`config.mk`:
```
export PLATFORM = sky130hd
export DESIGN_NAME = uart_tx_arbiter
export DESIGN_NICKNAME = d
export VERILOG_FILES = /design/src/rtl/uart_tx_arbiter.sv
export SDC_FILE = /design/constraint.sdc
export NUM_CORES = 1
export LEC_CHECK = 0
export ABC_AREA = 1
export ABC_CLOCK_PERIOD_IN_PS = 2280
export BUFFER_PORTS_ARGS = -buffer_cell sky130_fd_sc_hd__clkbuf_2
export CAP_MARGIN = 20
export CORE_MARGIN = 8
export CORE_UTILIZATION = 45
export CTS_BUF_LIST = sky130_fd_sc_hd__clkbuf_4
export CTS_CLUSTER_DIAMETER = 40
export DETAILED_ROUTE_END_ITERATION = 6
export PLACE_DENSITY = 0.83
export SYNTH_ARGS = -nofsm -noshare
export SYNTH_HDL_FRONTEND = slang
export SYNTH_SLANG_ARGS = --single-unit
```
`constraint.sdc`:
```
create_clock -name clock_50M -period 2.28 [get_ports clock_50M]
set_input_delay 0.456 -clock clock_50M [delete_from_list [all_inputs] [get_ports clock_50M]]
set_output_delay 0.456 -clock clock_50M [all_outputs]
set_load 0.02 [all_outputs]
```
`src/rtl/uart_tx_arbiter.sv`:
```
// ============================================================================
// Module     : uart_tx_arbiter
// Description: Round-robin arbiter sharing one UART transmitter between
//              NUM_REQ byte sources, with start-handshake watchdog.
//              Optional grant lock for multi-byte messages: UART_ARB_LOCK_EN.
// Revision   : 1.0 - initial release
// ============================================================================
`default_nettype none

module uart_tx_arbiter #(
    parameter int NUM_REQ   = 4,
    parameter int CHAR_W    = 8,
    parameter int START_TMO = 64,
    parameter int ID_W      = $clog2(NUM_REQ)
) (
    input  logic                      clock_50M,
    input  logic                      n_reset,
    input  logic [NUM_REQ-1:0]        req,
    input  logic [NUM_REQ*CHAR_W-1:0] req_data,
    input  logic [NUM_REQ-1:0]        req_lock,
    output logic [NUM_REQ-1:0]        ack,
    output logic [CHAR_W-1:0]         tx_data,
    output logic                      tx_start,
    input  logic                      tx_busy,
    output logic [ID_W-1:0]           grant_id,
    output logic                      grant_valid,
    output logic                      tmo_err
);

    localparam int CNT_W = $clog2(START_TMO) + 1;

    typedef enum logic [2:0] {
        S_IDLE      = 3'd0,
        S_LOAD      = 3'd1,
        S_START     = 3'd2,
        S_WAIT_BUSY = 3'd3,
        S_WAIT_DONE = 3'd4
    } state_t;

    state_t              r_state,       w_state;
    logic [NUM_REQ-1:0]  r_ack,         w_ack;
    logic [CHAR_W-1:0]   r_tx_data,     w_tx_data;
    logic                r_tx_start,    w_tx_start;
    logic [ID_W-1:0]     r_grant_id,    w_grant_id;
    logic                r_grant_valid, w_grant_valid;
    logic                r_tmo_err,     w_tmo_err;
    logic [ID_W-1:0]     r_ptr,         w_ptr;
    logic [CNT_W-1:0]    r_cnt,         w_cnt;

    logic                w_found;
    logic [ID_W-1:0]     w_win;
    logic [ID_W-1:0]     w_next_ptr;
    int                  w_idx;

    // First asserted request at or above the pointer, wrapping to 0.
    always_comb begin
        w_found = 1'b0;
        w_win   = r_ptr;
        w_idx   = 0;
        for (int i = 0; i < NUM_REQ; i++) begin
            w_idx = int'(r_ptr) + i;
            if (w_idx >= NUM_REQ)
                w_idx = w_idx - NUM_REQ;
            if (!w_found && req[w_idx]) begin
                w_found = 1'b1;
                w_win   = ID_W'(w_idx);
            end
        end
    end

    assign w_next_ptr = (r_grant_id == ID_W'(NUM_REQ - 1)) ? '0 : r_grant_id + 1'b1;

`ifndef UART_ARB_LOCK_EN
    logic unused_req_lock;
    assign unused_req_lock = ^req_lock;
`endif

    always_comb begin
        w_state       = r_state;
        w_ack         = '0;
        w_tx_start    = 1'b0;
        w_tmo_err     = 1'b0;
        w_tx_data     = r_tx_data;
        w_grant_id    = r_grant_id;
        w_grant_valid = r_grant_valid;
        w_ptr         = r_ptr;
        w_cnt         = r_cnt;
        case (r_state)
            S_IDLE: begin
                // A busy transmitter here belongs to someone else; hold off.
                if (w_found && !tx_busy) begin
                    w_tx_data     = req_data[int'(w_win)*CHAR_W +: CHAR_W];
                    w_grant_id    = w_win;
                    w_grant_valid = 1'b1;
                    w_ack         = NUM_REQ'(1) << w_win;
                    w_state       = S_LOAD;
                end
            end
            S_LOAD: begin
                w_tx_start = 1'b1;
                w_state    = S_START;
            end
            S_START: begin
                w_cnt   = '0;
                w_state = S_WAIT_BUSY;
            end
            S_WAIT_BUSY: begin
                if (tx_busy) begin
                    w_state = S_WAIT_DONE;
                end else if (r_cnt == CNT_W'(START_TMO - 1)) begin
                    w_tmo_err     = 1'b1;
                    w_grant_valid = 1'b0;
                    w_ptr         = w_next_ptr;
                    w_state       = S_IDLE;
                end else begin
                    w_cnt = r_cnt + 1'b1;
                end
            end
            S_WAIT_DONE: begin
                if (!tx_busy) begin
                    w_grant_valid = 1'b0;
                    w_state       = S_IDLE;
`ifdef UART_ARB_LOCK_EN
                    // Holding the pointer on the winner re-grants it first.
                    if (req_lock[r_grant_id] && req[r_grant_id])
                        w_ptr = r_grant_id;
                    else
                        w_ptr = w_next_ptr;
`else
                    w_ptr = w_next_ptr;
`endif
                end
            end
            default: begin
                w_state = S_IDLE;
            end
        endcase
    end

    always_ff @(posedge clock_50M or negedge n_reset) begin
        if (!n_reset) begin
            r_state       <= S_IDLE;
            r_ack         <= '0;
            r_tx_data     <= '0;
            r_tx_start    <= 1'b0;
            r_grant_id    <= '0;
            r_grant_valid <= 1'b0;
            r_tmo_err     <= 1'b0;
            r_ptr         <= '0;
            r_cnt         <= '0;
        end else begin
            r_state       <= w_state;
            r_ack         <= w_ack;
            r_tx_data     <= w_tx_data;
            r_tx_start    <= w_tx_start;
            r_grant_id    <= w_grant_id;
            r_grant_valid <= w_grant_valid;
            r_tmo_err     <= w_tmo_err;
            r_ptr         <= w_ptr;
            r_cnt         <= w_cnt;
        end
    end

    assign ack         = r_ack;
    assign tx_data     = r_tx_data;
    assign tx_start    = r_tx_start;
    assign grant_id    = r_grant_id;
    assign grant_valid = r_grant_valid;
    assign tmo_err     = r_tmo_err;

endmodule

`default_nettype wire

```
==> flow_summary.yaml <==
outcome:
  status: "completed"
synthesis:
  synth_area_um2: 1960
  synth_area_per_cell_um2: 6.64
  syn_nets: 340
  synth_xor_area_share_pct: 0
  ys_ff_latch: 29
  synth_top_family_by_area: "simple AND/OR/NAND/NOR gates"
  synthMuxAreaShare_pct: 0
  synth_fa_ha_area_share_pct: 1.28
  synth_compound_area_share_pct: 5.43
  netlist-cell-type-count: 23
  yosys_warnings: 0
  synth_simple_gate_area_share_pct: 47.7
  ys_seq_area_share_pct: 37.1
  synthCells: 295
detailed_routing:
  routed_via_density: 4.83
  drcViolationCount: 0
  drtIter0Drc: 133
  dr.pass1.iters: 4
  ant_nets: 0
  wl_mm: 4.63
  wire_per_inst_um: 11.4
  vias: 1960
clocking:
  cts_root_buf: "clkbuf_4"
  clk_pin_slew_ns: 0.09
  ctsHoldBuffers: 0
  clock_path_buffers: 2
  numClockSinks: 29
  cts_buffers: 5
  cts_tree: "yes"
  cts_max_level: 2
  clock_latency_ns: 0.32
sta:
  slew-limit-headroom_pct: 52.4
  fin_tns_setup_ns: 0
  finalMaxSlewViolations: 0
  fin_crit_ns: 2.03
  rsz0062_at_grt: "no"
  fmax_mhz: 493
  setup_violations: 0
  tightest_slew_ns: 0.714
  layout_setup_ws_ns: 0.251
  finClkSkew_ns: 0.00656
  finalCritPeriodShare_pct: 89.0
  hold_violations: 0
  hold_slack_ns: 0.174
placed_design:
  dpl_cell_area_um2: 2240
  pre_cts_ws_ns: 0.175
  portBuffers: 55
  gp_congestion: 0.919
  hpwlAfterDp_mm: 3.54
power_and_ir_drop:
  total_power_w: 0.00351
  ir_drop_uv: 960
  clock_power_share_pct: 9.2
  p_seq_share_pct: 23.7
  powerDensity_nw_per_um2: 1490
  switching_share_pct: 54.4
  intPower_w: 0.00160
  power_frac_comb_pct: 67.1
  leakage_nw: 1.39
  power_switching_w: 0.00191
final_layout:
  final_cell_area_um2: 2350
  area_delta_synth_final_pct: 20.2
  diodes: 0
  drive_gt1_share_pct: 24.9
  final_nets: 398
  n_fill_cell: 413
floorplan:
  rows: 24
  die_h_um: 82.0
  start_util_pct: 45.9
  ioPinCount: 60
  dieArea_um2: 6720
  fp.dieW_um: 82.0
  core_area_um2: 4260
worst_setup_path:
  critical_path.startpoint_type: "flip-flop"
  cp-end-kind: "flip-flop"
  critPathMaxFanout: 18
  cp_data_required_time_ns: 2.50
  crit_type: "flip-flop to flip-flop"
  worstPathArrival_ns: 2.24
grt:
  globalRouteOverflowTotal: 0
  antenna_found_initial: 0
  grt_pass1_vias: 1933
  grt_pass1_wl_mm: 8.11
  grt_use_total_pct: 15.0
  grt_max_degree: 30
flow_run:
  max-cap-violations: 0
worst_hold_path:
  hold_path_class: "input port to async pin"
## metrics by stage
stage	std cells	utilization (%)
5_1_grt	406	55.2
4_1_cts	403	54.0
3_5_place_dp	395	52.6
3_3_place_gp	395	52.6
6_report	406	55.2
2_1_floorplan	295	-
## timing repair
action	CTS	global route
setup buffers	0	3
gates resized for setup	0	4
hold endpoints to repair	0	0
endpoints found under the setup margin	0	11
## state kept, by name (all words and copies together) (netlist names)
signal       count
r_ptr            2
tx_data          8
tx_start         1
grant_valid      1
r_cnt            7
tmo_err          1
r_state          3
ack              4
grant_id         2
## layout by cell type, fill, tap and decap left out, types with 2 or more instances in the layout
| cell type | n |
|---|---|
| nand2_1 | 137 |
| clkbuf_2 | 55 |
| nand3_1 | 32 |
| dfrtp_1 | 29 |
| inv_1 | 22 |
| nor2_1 | 17 |
| o21ai_0 | 12 |
| nand2_2 | 11 |
| clkbuf_4 | 8 |
| a21oi_1 | 5 |
| buf_4 | 4 |
| nor3_1 | 3 |
| nand2_4 | 2 |
| nand4_1 | 2 |
| nor3b_1 | 2 |
| ha_1 | 2 |
## path summary, 6_finish.rpt
kind,depth (start not counted),slack [ns],startpoint,endpoint
worst min register to register,2,0.49,tx_data[5]$_DFFE_PN0P_,tx_data[5]$_DFFE_PN0P_
max in group asynchronous,1,1.65,n_reset,r_cnt[1]$_DFFE_PN0P_
worst min-delay path,1,0.17,n_reset,r_state[2]$_DFFE_PN0P_
worst max register to register,14,0.25,r_ptr[1]$_DFFE_PN0P_,tx_data[7]$_DFFE_PN0P_
worst max-delay path,14,0.25,r_ptr[1]$_DFFE_PN0P_,tx_data[7]$_DFFE_PN0P_
min in group clock_50M,3,0.47,tx_busy,r_state[2]$_DFFE_PN0P_
## worst max-delay path: stages (launching register included)
cell	delay, ns
dfrtp_1	0.51
inv_4	0.15
nand2_1	0.08
nand2_2	0.10
nand2_1	0.07
nand2_2	0.14
nand4_2	0.16
nand2_4	0.24
nand2_8	0.13
nand2_1	0.08
nand2_1	0.05
nand2_1	0.05
nand2_1	0.06
nand2_1	0.05
nand2_1	0.05
## metal layers
metal  up-vias  part of all wire, %  GRT usage [%]
met2        62                   44           24.0
met4         0                 0.97           4.04
met5         -                    0              0
met3         6                  7.1           5.25
met1       845                   48           18.8
li1       1047                    -              -
## synthesized netlist by cell type, drive strengths merged
cell type  number  share of area, %
o22ai           1              0.32
o21ai          12               3.1
buf             9               3.6
nand4           4               2.4
a21oi           5               1.3
a211oi          1              0.38
a21boi          1              0.38
nor3            3              0.77
dfrtp          29                37
nor3b           2              0.77
ha              2               1.3
nor2           18               4.3
nand2         151                31
nand3          32               8.2
inv            25               4.9
## cells by family after synthesis
family / count (synthesis)
adder cells (fa/ha/maj): 2
flip-flops: 29
buffers and inverters: 34
AO/OA/AOI/OAI: 20
AND/OR/NAND/NOR: 210
## area by class of cell
| type | instances | area (um^2) | share of cell area (%) |
|---|---|---|---|
| multi-input combinational | 232 | 1080 | 45.8 |
| tap | 52 | 65.1 | 2.76 |
| timing repair buffer | 60 | 325 | 13.8 |
| sequential | 29 | 726 | 30.8 |
| clock buffer | 8 | 60.1 | 2.55 |
| inverter | 25 | 100 | 4.25 |
## power by group through the flow
stage	registers, W	clock network (W)	logic (W)
2_1_floorplan	0.000920	0	0.00179
3_3_place_gp	0.000830	0	0.00224
3_5_place_dp	0.000835	0	0.00228
4_1_cts	0.000829	0.000335	0.00229
5_1_grt	0.000853	0.000360	0.00272
6_report	0.000833	0.000324	0.00236
No activity file was read; power rests on OpenSTA's default activity.
